--- src/rtl/lsu_mem_master.sv ---
// Load/store initiator: turns RV32I loads and stores into word transactions on a
// single-port memory, using read-modify-write for SB/SH and flagging bad requests.
`timescale 1ns/1ps

module lsu_mem_master #(
    parameter int MEM_WORDS = 256
) (
    input  logic        clk,
    input  logic        rst_n,
    input  logic        req_valid,
    output logic        req_ready,
    input  logic        req_we,
    input  logic [2:0]  req_funct3,
    input  logic [31:0] req_addr,
    input  logic [31:0] req_wdata,
    output logic        resp_valid,
    output logic [31:0] resp_rdata,
    output logic        resp_err,
    output logic [31:0] mem_address,
    output logic [31:0] mem_write_data,
    output logic        mem_write_enable,
    input  logic [31:0] mem_read_data
);

    localparam logic [1:0] ST_IDLE  = 2'd0;
    localparam logic [1:0] ST_READ  = 2'd1;
    localparam logic [1:0] ST_WRITE = 2'd2;
    localparam logic [1:0] ST_RESP  = 2'd3;

    logic [1:0]  state;
    logic [31:0] addr_q;
    logic [31:0] wdata_q;
    logic [31:0] word_q;
    logic [2:0]  funct3_q;
    logic        we_q;

    logic        req_legal;
    logic        req_misaligned;
    logic        req_out_of_range;
    logic        req_err;
    logic [7:0]  lane_byte;
    logic [15:0] lane_half;
    logic [31:0] load_data;
    logic [31:0] merged_word;

    // Request classification is done on the live request bus so IDLE can decide in one edge.
    always_comb begin
        req_legal = 1'b0;
        if (req_we) begin
            req_legal = (req_funct3 == 3'b000) || (req_funct3 == 3'b001) || (req_funct3 == 3'b010);
        end else begin
            req_legal = (req_funct3 == 3'b000) || (req_funct3 == 3'b001) || (req_funct3 == 3'b010) ||
                        (req_funct3 == 3'b100) || (req_funct3 == 3'b101);
        end
        req_misaligned   = ((req_funct3[1:0] == 2'b01) && req_addr[0]) ||
                           ((req_funct3[1:0] == 2'b10) && (req_addr[1:0] != 2'b00));
        req_out_of_range = {2'b00, req_addr[31:2]} >= $unsigned(MEM_WORDS);
        req_err          = !req_legal || req_misaligned || req_out_of_range;
    end

    always_comb begin
        lane_byte = 8'h00;
        case (addr_q[1:0])
            2'd0: lane_byte = mem_read_data[7:0];
            2'd1: lane_byte = mem_read_data[15:8];
            2'd2: lane_byte = mem_read_data[23:16];
            2'd3: lane_byte = mem_read_data[31:24];
            default: lane_byte = 8'h00;
        endcase
        lane_half = addr_q[1] ? mem_read_data[31:16] : mem_read_data[15:0];
        load_data = 32'h0;
        case (funct3_q)
            3'b000: load_data = {{24{lane_byte[7]}}, lane_byte};
            3'b001: load_data = {{16{lane_half[15]}}, lane_half};
            3'b010: load_data = mem_read_data;
            3'b100: load_data = {24'h0, lane_byte};
            3'b101: load_data = {16'h0, lane_half};
            default: load_data = 32'h0;
        endcase
    end

    // Store merge: SW writes the raw data, SB/SH splice their lane into the word read back.
    always_comb begin
        merged_word = word_q;
        case (funct3_q[1:0])
            2'b00: begin
                case (addr_q[1:0])
                    2'd0: merged_word[7:0]   = wdata_q[7:0];
                    2'd1: merged_word[15:8]  = wdata_q[7:0];
                    2'd2: merged_word[23:16] = wdata_q[7:0];
                    2'd3: merged_word[31:24] = wdata_q[7:0];
                    default: merged_word = word_q;
                endcase
            end
            2'b01: begin
                if (addr_q[1]) merged_word[31:16] = wdata_q[15:0];
                else           merged_word[15:0]  = wdata_q[15:0];
            end
            default: merged_word = wdata_q;
        endcase
    end

    assign req_ready        = (state == ST_IDLE);
    assign resp_valid       = (state == ST_RESP);
    assign mem_write_enable = (state == ST_WRITE);
    assign mem_write_data   = (state == ST_WRITE) ? merged_word : 32'h0;
    assign mem_address      = {addr_q[31:2], 2'b00};

    always_ff @(posedge clk or negedge rst_n) begin
        if (!rst_n) begin
            state      <= ST_IDLE;
            addr_q     <= 32'h0;
            wdata_q    <= 32'h0;
            word_q     <= 32'h0;
            funct3_q   <= 3'b000;
            we_q       <= 1'b0;
            resp_rdata <= 32'h0;
            resp_err   <= 1'b0;
        end else begin
            case (state)
                ST_IDLE: begin
                    if (req_valid) begin
                        addr_q   <= req_addr;
                        wdata_q  <= req_wdata;
                        funct3_q <= req_funct3;
                        we_q     <= req_we;
                        if (req_err) begin
                            resp_rdata <= 32'h0;
                            resp_err   <= 1'b1;
                            state      <= ST_RESP;
                        end else if (req_we && (req_funct3 == 3'b010)) begin
                            state <= ST_WRITE;
                        end else begin
                            state <= ST_READ;
                        end
                    end
                end
                ST_READ: begin
                    word_q <= mem_read_data;
                    if (we_q) begin
                        state <= ST_WRITE;
                    end else begin
                        resp_rdata <= load_data;
                        resp_err   <= 1'b0;
                        state      <= ST_RESP;
                    end
                end
                ST_WRITE: begin
                    resp_rdata <= 32'h0;
                    resp_err   <= 1'b0;
                    state      <= ST_RESP;
                end
                ST_RESP: begin
                    state <= ST_IDLE;
                end
                default: state <= ST_IDLE;
            endcase
        end
    end

endmodule

--- config.mk ---
export PLATFORM = sky130hd
export DESIGN_NAME = lsu_mem_master
export DESIGN_NICKNAME = d
export VERILOG_FILES = /design/src/rtl/lsu_mem_master.sv
export SDC_FILE = /design/constraint.sdc
export NUM_CORES = 1
export LEC_CHECK = 0
export CAP_MARGIN = 10
export CORE_ASPECT_RATIO = 1.2
export CORE_MARGIN = 10
export CORE_UTILIZATION = 44
export DETAILED_ROUTE_END_ITERATION = 16
export GPL_ROUTABILITY_DRIVEN = 0
export PLACE_DENSITY = 0.77
export SLEW_MARGIN = 40
export SYNTH_ARGS = -nofsm -noshare
export SYNTH_HDL_FRONTEND = slang
export SYNTH_SLANG_ARGS = --single-unit
--- constraint.sdc ---
create_clock -name clk -period 2.13 [get_ports clk]
set_clock_uncertainty 0.15 [all_clocks]
set_input_delay 0.5325 -clock clk [delete_from_list [all_inputs] [get_ports clk]]
set_output_delay 0.5325 -clock clk [all_outputs]
set_load 0.005 [all_outputs]
Word-level counts from Yosys, hierarchy flattened. Cells that the tools add are included.

Magnitude comparators: 1. Eq/ne operators: 20. Muxes and demuxes: 25. Reductions and logical operators: 20.

Operator list (count): $pmux 32 s5 (1); $mux 32 (4); $pmux 32 s3 (1); $pmux 32 s2 (1); $mux 16 (3); $mux 8 (4); $pmux 8 s4 (1); $ge 30x9->1 const B (1); $eq 3x3->1 const B (4); $eq 2x2->1 const B (5); $eq 2x1->1 const B (4); $pmux 2 s4 (1); $logic_or 1x1->1 (7); $eq 3x1->1 const B (2); $eq 3x2->1 const B (2); $logic_not 2->1 (3); $logic_not 3->1 (2); $mux 2 (3); $mux 1 (5); $ne 2x2->1 const B (2); $reduce_and 4->1 (1); $logic_and 1x1->1 (3); $pmux 1 s3 (1); $reduce_bool 3->1 (1); 4 further kinds (4).

Flip-flop bits (word level): 135. Logic and storage cells: 74.

Depth between registers and ports, before layout.
Word-level depth: 12. Gate-level depth with buffers: 9. Depth with buffers taken out: 6.

Worst setup path before layout. Ideal clock, no wire load.

Kind: flip-flop to output port. Start point: register addr_q[1]. End point: output mem_write_data[16]. Data arrival time: 1572 ps. Path slack: -125 ps. Stages on the path, launching flop included: 8. Path buffers: 3. Cells stage by stage: dfrtp_1 > buf_6 > buf_2 > buf_2 > nand2_1 > mux2i_1 > o21ai_0 > and2_1.

Word-level cells in the longest chain between the ends: 4. Elaborated cells on any way between the ends: 5. Those cells by class: 1 x eq/ne; 4 x mux.

Ends and longest elaborated chain: from (decl) (RTL line 31) `logic [31:0] addr_q;`; from (signal assigned) (RTL line 123) `addr_q <= req_addr;`; $eq 2x2->1 (RTL line 87) `case (addr_q[1:0])`; $mux 8 (RTL line 87); $pmux 32 s2 * (RTL line 85) `case (funct3_q[1:0])`; $mux 32 * (RTL line 106) `assign mem_write_data = (state == ST_WRITE) ? merged_word : 32'h0;`; to (decl) (RTL line 20) `output logic [31:0] mem_write_data,`.

Mark *: on every way between the ends. The rest lies on a longest branch, timed or not.

Worst setup path in the final report.
Start point: register funct3_q[1]. End point: output mem_write_data[7].

Word-level cells in the longest chain between the ends: 3. Elaborated cells on any way between the ends: 4. Those cells by class: 1 x eq/ne; 2 x mux; 1 x reduce/logical.

Ends and longest elaborated chain: from (decl) (RTL line 34) `logic [2:0] funct3_q;`; from (signal assigned) (RTL line 125) `funct3_q <= req_funct3;`; $eq 2x1->1 or $logic_not 2->1 (tied branches) (RTL line 85); $pmux 32 s2 * (RTL line 85); $mux 32 * (RTL line 106).

Marked as above.

==> results.tsv <==
metric	value	unit
relSlewSlack	0.587	
startpoint	funct3_q[1]	
globalRouteOverflowTotal	0	
fin_nets	1052	
fillerInstances	1047	
finalCriticalPeriod	2730	ps
p_seq_frac	0.255	
cts_tree	done	
rsz0062_at_grt	yes	
antenna_left	0	
violations	negative setup slack	
initial_core_util	0.448	
p_int	11.9	mW
arrival	2050	ps
yosys_warnings	0	
reg2reg_setup_slack	-540	ps
power_density	1660	nW/um^2
die_x	137	um
synth.largest_area_cell	dfrtp_1	
placed_area	9940	sq um
yosysSeqAreaShare	0.465	
leakage	5.34	nW
vdd_drop_max	0.852	mV
finalHoldViolCount	0	
critical-path-max-stage-delay	440	ps
num_rows	51	
layout-drive-gt1-share	0.461	
rr_startpoint	state[1]	
ys_ff_latch	135	
finalNonFillerCells	1171	
routedWlPerCell	25.1	um
dp_cells	1082	
fmax	366	MHz
track_usage	0.241	
whs	218	ps
synth_area	7270	sq um
end_kind	output pin	
syn_inst	647	
fin_util	0.718	
cts_buffers	17	
drtPass1Iterations	6	
h-tree-depth	4	
drc	0	
min_from	req_addr[28]	
ios	203	
clockBufferDepth	2	
worstPathRequired	1450	ps
p_total	19.3	mW
place_ws	-589	ps
grt_pass1_vias	7434	
path_cells	buf_4, a21oi_4, buf_6, buf_6, mux2i_2, nor2b_2, buf_2	
insertion_delay	420	ps
cp_max_fo	17	
final_cell_mix	141 x clkdlybuf4s50_1, 131 x dfrtp_1, 103 x mux2_2	
maxCapViolCount	0	
synthFlopType	dfrtp_1	
cts-root-buf	clkbuf_16	
pwr-share-comb	0.602	
die_h	161	um
postLayoutCellArea	11600	sq um
finalSetupTns	-22650	ps
power_frac_clock	0.143	
hold_path_class	in -> reg	
grt_first_pass_wirelength	41200	um
path_buf_inv	4	
syn_area_per_cell	11.2	sq um
finalWorstSetupSlack	-603	ps
netlist.area_leader.share	0.465	
regToRegEndpoint	resp_rdata[6]	
reg2regPathDepth	10	
critical_path.slowest_cell	dfrtp_2	
path_class	reg -> out	
die_area	22100	sq um
totalWireLength	29400	um
tightest_slew	620	ps
min_to	addr_q[28]	
synthTopCellsByArea	dfrtp_1 46%, mux2_2 19%, mux2i_1 5.0%	
core	16200	sq um
min_delay_path_depth	2	
numPortBuffers	200	
crit_top_cell	buf_6	
clkTransAtPathRegs	60	ps
grt_max_degree	40	
period_share	1.28	
final_common_cell	clkdlybuf4s50_1	
area_growth	60.2	%
drt_iter0_markers	697	
synth_edf_count	0	
avgViaCountPerCell	5.78	
synth.distinct_cells	41	
hpwl	17800	um
cts_sinks	135	
num_vias	6769	
setup_viol_count_final	66	
worstSetupStartpointType	flip-flop	
power.switching	7.40	mW
critical_path.top_delay_family	buffers and inverters	
antenna_found_initial	1	
finalMaxSlewViolations	0	
p_sw_frac	0.383	
status	finished with violations	
synthArstFlopShare	1.00	
layout make-up:
class,count,area (sq um),share of cell area
diodes,1,2.50,0.000215
clock buffers,18,439,0.0377
clock inverters,14,116,0.0100
inverters,14,58.8,0.00505
multi-input cells,426,4010,0.344
flip-flops and latches,135,3380,0.291
well taps,212,265,0.0228
repair buffers,351,3370,0.289
what timing repair did:
| item | 4_1_cts | 5_1_grt |
|---|---|---|
| gates resized for setup | 258 | 113 |
| setup endpoints to repair | 67 | 108 |
| gates cloned | 7 | 2 |
| hold buffers | 1 | 0 |
| pin swaps | 42 | 28 |
| endpoints found under the hold margin | 34 | 0 |
| buffers inserted | 33 | 20 |
registers in the layout, indices dropped and copies added (netlist names):
register and count:
addr_q 32, resp_rdata 32, wdata_q 32, word_q 32, funct3_q 3, state 2
resp_err 1, we_q 1
worst reg2reg max path: stages (launching register included):
cell and delay (ps):
dfrtp_1 430, buf_6 150, inv_6 60, buf_6 100
ha_4 150, buf_4 120, buf_12 170, nand2_1 110
a221oi_1 340, o21ai_0 320, mux2i_1 430
per-layer routing:
layer / up-vias / routed length, um / track usage
met4: 0 / 1900 / 0.132
met5: - / 0 / 0
met2: 471 / 14300 / 0.408
met1: 3270 / 10100 / 0.245
li1: 2870 / - / -
met3: 158 / 3110 / 0.0968
cells by family (layout without fill, tap and decap cells):
group	count (synthesis)	after routing	synth area share
AO/OA/AOI/OAI	106	106	0.103
adder cells (fa/ha/maj)	4	4	0.00689
buffers and inverters	87	397	0.0653
flip-flops	135	135	0.465
multiplexers	168	168	0.261
other	1	3	0.000516
AND/OR/NAND/NOR	146	146	0.0988
cells in the mapped netlist (all sizes together) (2+ instances only):
| library cell | count |
|---|---|
| ha | 4 |
| nor2b | 26 |
| inv | 12 |
| o221ai | 6 |
| dfrtp | 135 |
| a221oi | 18 |
| a211oi | 2 |
| clkbuf | 19 |
| mux2i | 36 |
| nor4 | 6 |
| a21oi | 40 |
| and2 | 11 |
| mux2 | 131 |
| nor2 | 33 |
| nand2b | 10 |
| o211a | 7 |
| o21ai | 19 |
| a22o | 8 |
| clkinv | 2 |
| buf | 54 |
| nand2 | 54 |
power by group through the flow:
stage / registers [mW] / clock network, mW / logic (mW)
after floorplan: 4.47 / 0 / 5.06
after global placement: 4.70 / 0 / 8.27
after detailed placement: 4.77 / 0 / 8.52
after CTS: 4.79 / 2.77 / 10.3
after global routing: 5.03 / 2.93 / 12.2
final: 4.92 / 2.77 / 11.6
how the worst max path moves through the flow:
stage	end	cells past startpoint
after global placement	resp_rdata[17]	8
after floorplan	mem_write_data[10]	7
final	mem_write_data[7]	7
after global routing	mem_write_data[13]	7
after detailed placement	resp_rdata[30]	7
after CTS	mem_write_data[0]	8
(Power assumes the default switching activity.)
